===== config.mk =====
export PLATFORM = sky130hd
export DESIGN_NAME = maxpool_flatten
export DESIGN_NICKNAME = d
export VERILOG_FILES = /design/src/rtl/maxpool_flatten.sv
export SDC_FILE = /design/constraint.sdc
export NUM_CORES = 1
export LEC_CHECK = 0
export BUFFER_PORTS_ARGS = -buffer_cell sky130_fd_sc_hd__buf_2
export CAP_MARGIN = 20
export CORE_MARGIN = 8
export CORE_UTILIZATION = 50
export DETAILED_ROUTE_END_ITERATION = 8
export PLACE_DENSITY = 0.72
export SLEW_MARGIN = 10
export SYNTH_ARGS = -nofsm -noshare
export SYNTH_HDL_FRONTEND = slang
export SYNTH_SLANG_ARGS = --single-unit

===== constraint.sdc =====
create_clock -name clk -period 5 [get_ports clk]
set_clock_uncertainty 0.1 [all_clocks]
set_input_delay 1 -clock clk [delete_from_list [all_inputs] [get_ports clk]]
set_output_delay 1 -clock clk [all_outputs]
set_load 0.005 [all_outputs]

===== src/rtl/maxpool_flatten.sv =====
// 2x2 stride-2 max pooling over the two Layer 0 maps, writing each result to
// its Layer 1 map and to the interleaved Layer 2 flatten memory.
module maxpool_flatten #(
  parameter int IMG_W = 64,
  parameter int DW    = 20,
  parameter int AW    = 12
) (
  input  logic          clk,
  input  logic          reset,
  input  logic          start,
  output logic          busy,
  output logic          done,
  output logic          crd,
  output logic [AW-1:0] caddr_rd,
  input  logic [DW-1:0] cdata_rd,
  output logic          cwr,
  output logic [AW-1:0] caddr_wr,
  output logic [DW-1:0] cdata_wr,
  output logic [2:0]    csel
);

  localparam int CW = $clog2(IMG_W / 2);
  localparam int PW = 2 * CW;
  localparam logic [PW-1:0] P_ONE  = PW'(1);
  localparam logic [PW-1:0] P_LAST = '1;

  localparam logic [2:0] SEL_NONE = 3'b000;
  localparam logic [2:0] SEL_L0K0 = 3'b001;
  localparam logic [2:0] SEL_L0K1 = 3'b010;
  localparam logic [2:0] SEL_L1K0 = 3'b011;
  localparam logic [2:0] SEL_L1K1 = 3'b100;
  localparam logic [2:0] SEL_L2F  = 3'b101;

  typedef enum logic [2:0] {IDLE, RD, LAST, WR1, WR2, DONE} state_t;

  state_t        state, state_n;
  logic [PW-1:0] p, p_n;
  logic          k, k_n;
  logic [1:0]    j, j_n;
  logic [DW-1:0] max_q, max_n;

  logic          busy_n, done_n, crd_n, cwr_n;
  logic [AW-1:0] caddr_rd_n, caddr_wr_n;
  logic [DW-1:0] cdata_wr_n;
  logic [2:0]    csel_n;

  always_ff @(posedge clk or negedge reset) begin
    if (!reset) begin
      state    <= IDLE;
      p        <= '0;
      k        <= 1'b0;
      j        <= 2'd0;
      max_q    <= '0;
      busy     <= 1'b0;
      done     <= 1'b0;
      crd      <= 1'b0;
      cwr      <= 1'b0;
      caddr_rd <= '0;
      caddr_wr <= '0;
      cdata_wr <= '0;
      csel     <= SEL_NONE;
    end else begin
      state    <= state_n;
      p        <= p_n;
      k        <= k_n;
      j        <= j_n;
      max_q    <= max_n;
      busy     <= busy_n;
      done     <= done_n;
      crd      <= crd_n;
      cwr      <= cwr_n;
      caddr_rd <= caddr_rd_n;
      caddr_wr <= caddr_wr_n;
      cdata_wr <= cdata_wr_n;
      csel     <= csel_n;
    end
  end

  // Read data lags crd by one cycle, so RD j=1 sees element 0 and LAST sees element 3.
  always_comb begin
    state_n = state;
    p_n     = p;
    k_n     = k;
    j_n     = j;
    max_n   = max_q;
    case (state)
      IDLE: begin
        if (start) begin
          state_n = RD;
          p_n     = '0;
          k_n     = 1'b0;
          j_n     = 2'd0;
        end
      end
      RD: begin
        j_n = j + 2'd1;
        if (j == 2'd1) begin
          max_n = cdata_rd;
        end else if (j != 2'd0 && cdata_rd > max_q) begin
          max_n = cdata_rd;
        end
        if (j == 2'd3) begin
          state_n = LAST;
        end
      end
      LAST: begin
        if (cdata_rd > max_q) begin
          max_n = cdata_rd;
        end
        state_n = WR1;
      end
      WR1: state_n = WR2;
      WR2: begin
        if (!k) begin
          k_n     = 1'b1;
          state_n = RD;
        end else begin
          k_n = 1'b0;
          p_n = p + P_ONE;
          state_n = (p == P_LAST) ? DONE : RD;
        end
      end
      DONE:    state_n = IDLE;
      default: state_n = IDLE;
    endcase
  end

  // Outputs are derived from the next state so they register in step with it.
  always_comb begin
    busy_n     = 1'b0;
    done_n     = 1'b0;
    crd_n      = 1'b0;
    cwr_n      = 1'b0;
    caddr_rd_n = '0;
    caddr_wr_n = '0;
    cdata_wr_n = '0;
    csel_n     = SEL_NONE;
    case (state_n)
      RD: begin
        busy_n     = 1'b1;
        crd_n      = 1'b1;
        csel_n     = k_n ? SEL_L0K1 : SEL_L0K0;
        caddr_rd_n = AW'({p_n[PW-1:CW], j_n[1], p_n[CW-1:0], j_n[0]});
      end
      LAST: begin
        busy_n = 1'b1;
        csel_n = k_n ? SEL_L0K1 : SEL_L0K0;
      end
      WR1: begin
        busy_n     = 1'b1;
        cwr_n      = 1'b1;
        csel_n     = k_n ? SEL_L1K1 : SEL_L1K0;
        caddr_wr_n = AW'(p_n);
        cdata_wr_n = max_n;
      end
      WR2: begin
        busy_n     = 1'b1;
        cwr_n      = 1'b1;
        csel_n     = SEL_L2F;
        caddr_wr_n = AW'({p_n, k_n});
        cdata_wr_n = max_n;
      end
      DONE:    done_n = 1'b1;
      default: ;
    endcase
  end

endmodule


==> results by group <==
Status
  • Status: complete, no violations

Placement
  • Routability cong.: around 0.82
  • Placed Instance Area: 0.00480 sq mm
  • DP HPWL: 6610 microns
  • Placement Setup Slack: roughly 1.3 ns
  • Port Buffers: just over 70

STA
  • Crit path time final: between 3 and 4 ns
  • Endpoints failing setup: 0
  • Peak Freq: 303 MHz
  • Max Slew Vio Count: 0
  • Setup TNS after final layout: 0 ns
  • Slew @ Worst Pin: ~0.77 ns
  • Setup ws final: between 1.5 and 2 ns
  • RSZ-0062 raised after global routing: false
  • Slew margin rel.: around 48%
  • Final period util: between 60% and 70%
  • Count of final hold-check violations: 0

CTS
  • TritonCTS clock tree: yes
  • Setup bufs post-CTS: 0
  • Worst-path clk slew: roughly 0.09 ns
  • Hold-fix buffers, CTS: 0
  • Root Driver: clkbuf_8
  • H-tree levels: 3
  • Sink Count: between 80 and 90
  • Num CTS Buffers: 9
  • Cts repair resizes: 0
  • Clk buf depth: 2
  • Skew-Pair Late Insertion Delay: between 0.3 and 0.4 ns

Power
  • Power per Cell Area: between 300 and 400 mW/mm^2
  • VDD IR max: 0.217 mV
  • Leakage power: 2.54 nW

Finish
  • Commonest cells after routing, fill and taps aside: 86 x dfrtp_1, 71 x buf_2, 40 x nand2_1
  • End-of-flow core utilization: 58.5%
  • Share of layout cells above drive strength 1: 24.6%
  • Commonest non-fill, non-tap cell in the layout: dfrtp_1
  • Final instance area: 0.00505 sq mm
  • Antenna Cells: 0
  • Nets: around 540
  • Synth-to-layout area growth: 14.5%

Critical path
  • Crit start category: input pin
  • Critical-path maximum fanout: 20
  • Critical path endpoint category: register
  • CP Data Arrival Time: around 3.5 ns
  • Worst Setup Path Type: input pin to register
  • Crit path required time: around 5.2 ns

Floorplan
  • DIE WIDTH: ~110 microns
  • Core Area: approximately 0.0086 sq mm
  • Die ar.: 0.0121 sq mm
  • Initial core utilization: around half
  • Die H: between 100 and 150 microns
  • Ports: 74
  • Number of cell rows: 34

Routing
  • Vias: 3276
  • Number of detailed-route iterations in the first pass: 4
  • Initial DRC Count: between 90 and 100
  • Drt drc: 0
  • WL per Instance: between 15 and 20 microns
  • Drt via density: 5.42
  • DRT antenna net count: 0
  • Final WL: roughly 9400 microns

Global route
  • Initial antenna violation count: 0
  • Total Routing Usage GR: approximately 16%
  • Largest net degree at the start of global routing: between 80 and 90
  • Vias in the first global route: 3344
  • Total gr overflow: 0
  • First-pass GRT wire length: 15700 microns

Logic synthesis
  • Async S/R FF share, synth: 100%
  • Mapped Area: about 0.0044 sq mm
  • Synth Area per Inst: between 10 and 15 sq um
  • Top FF cell, synth: dfrtp_1
  • Ys Warns: 0
  • Syn Nets: between 400 and 500
  • Flops & latches, synth: 86
  • Register area share after synthesis: ~49%
  • Post-synth EDFFs: 0
  • Cells after Synth: between 400 and 500
  • Count of different cell masters after synthesis: 55

Flow run
  • Max Cap Viol: 0

Hold path
  • Hold crit path type: input pin to async pin
-- logic make-up after synthesis --
group                    synth area share (%)
AO/OA/AOI/OAI                            19.4
AND/OR/NAND/NOR                          17.6
buffers and inverters                    6.04
adder cells (fa/ha/maj)                  6.81
multiplexers                            0.255
flip-flops                               48.8
XOR/XNOR                                0.993
other                                  0.0850
-- worst max-delay path, stage by stage --
cell and delay, ns:
buf_2 0.11, ha_1 0.37, nand4_2 0.17, or4_1 0.57
a21o_1 0.22, nand3_2 0.47, mux2_2 0.42, a21oi_1 0.14
-- state kept, by name, summed over array words and instances, names as in the netlist, 2 cells and up --
signal,cells
cdata_wr,20
max_q,20
caddr_rd,12
caddr_wr,11
p,10
csel,3
state,3
j,2
-- metrics by stage --
step,std cells,power [mW],hold slack (ns)
detailed placement,588,1.23,0.445
finish,604,1.75,0.437
global route,604,1.86,0.440
global placement,588,1.21,0.439
CTS,603,1.77,0.465
floorplan,426,1.12,0.408
-- report_power, final --
part / leakage, nW / internal, mW / switching, mW / total (mW)
Sequential: 1.06 / 0.780 / 0.0325 / 0.813
Clock: 0.105 / 0.293 / 0.244 / 0.537
Combinational: 1.38 / 0.178 / 0.226 / 0.404
Total: 2.54 / 1.25 / 0.502 / 1.75
-- worst paths after layout --
| path | from | end | slack [ns] | cells past startpoint |
|---|---|---|---|---|
| worst max register to register | max_q[15] | cdata_wr[0] | 2.08 | 8 |
| worst max-delay path | cdata_rd[19] | cdata_wr[0] | 1.70 | 8 |
| max in group asynchronous | reset | j[1] | 3.75 | 2 |
| worst min-delay path | reset | cdata_wr[13] | 0.44 | 1 |
| min in group clk | j[1] | j[1] | 0.46 | 1 |
| worst min register to register | j[1] | j[1] | 0.46 | 1 |
-- cell type report --
type,count,area [sq um]
multi-input cells,285,2000
well taps,108,135
fillers,742,3590
flip-flops and latches,86,2150
inverters,34,128
clock buffers,10,138
repair buffers,76,413
clock inverters,5,83.8
-- synthesized netlist by cell type, drive strengths merged, types with 12 or more instances --
cell,count,area (sq um)
a21oi,33,203
a2bb2oi,19,252
and2,19,119
buf,12,105
dfrtp,86,2150
ha,24,300
inv,34,128
nand2,40,150
nand3,20,105
nor2,26,97.6
o21a,21,158
o21ai,13,65.1
-- routing by layer --
metal | routed length (microns) | track usage, %
met1 | 4080 | 19.8
met2 | 4640 | 27.6
met3 | 561 | 4.63
met4 | 121 | 4.73
met5 | 0 | 0
No activity file was read; power rests on OpenSTA's default activity.
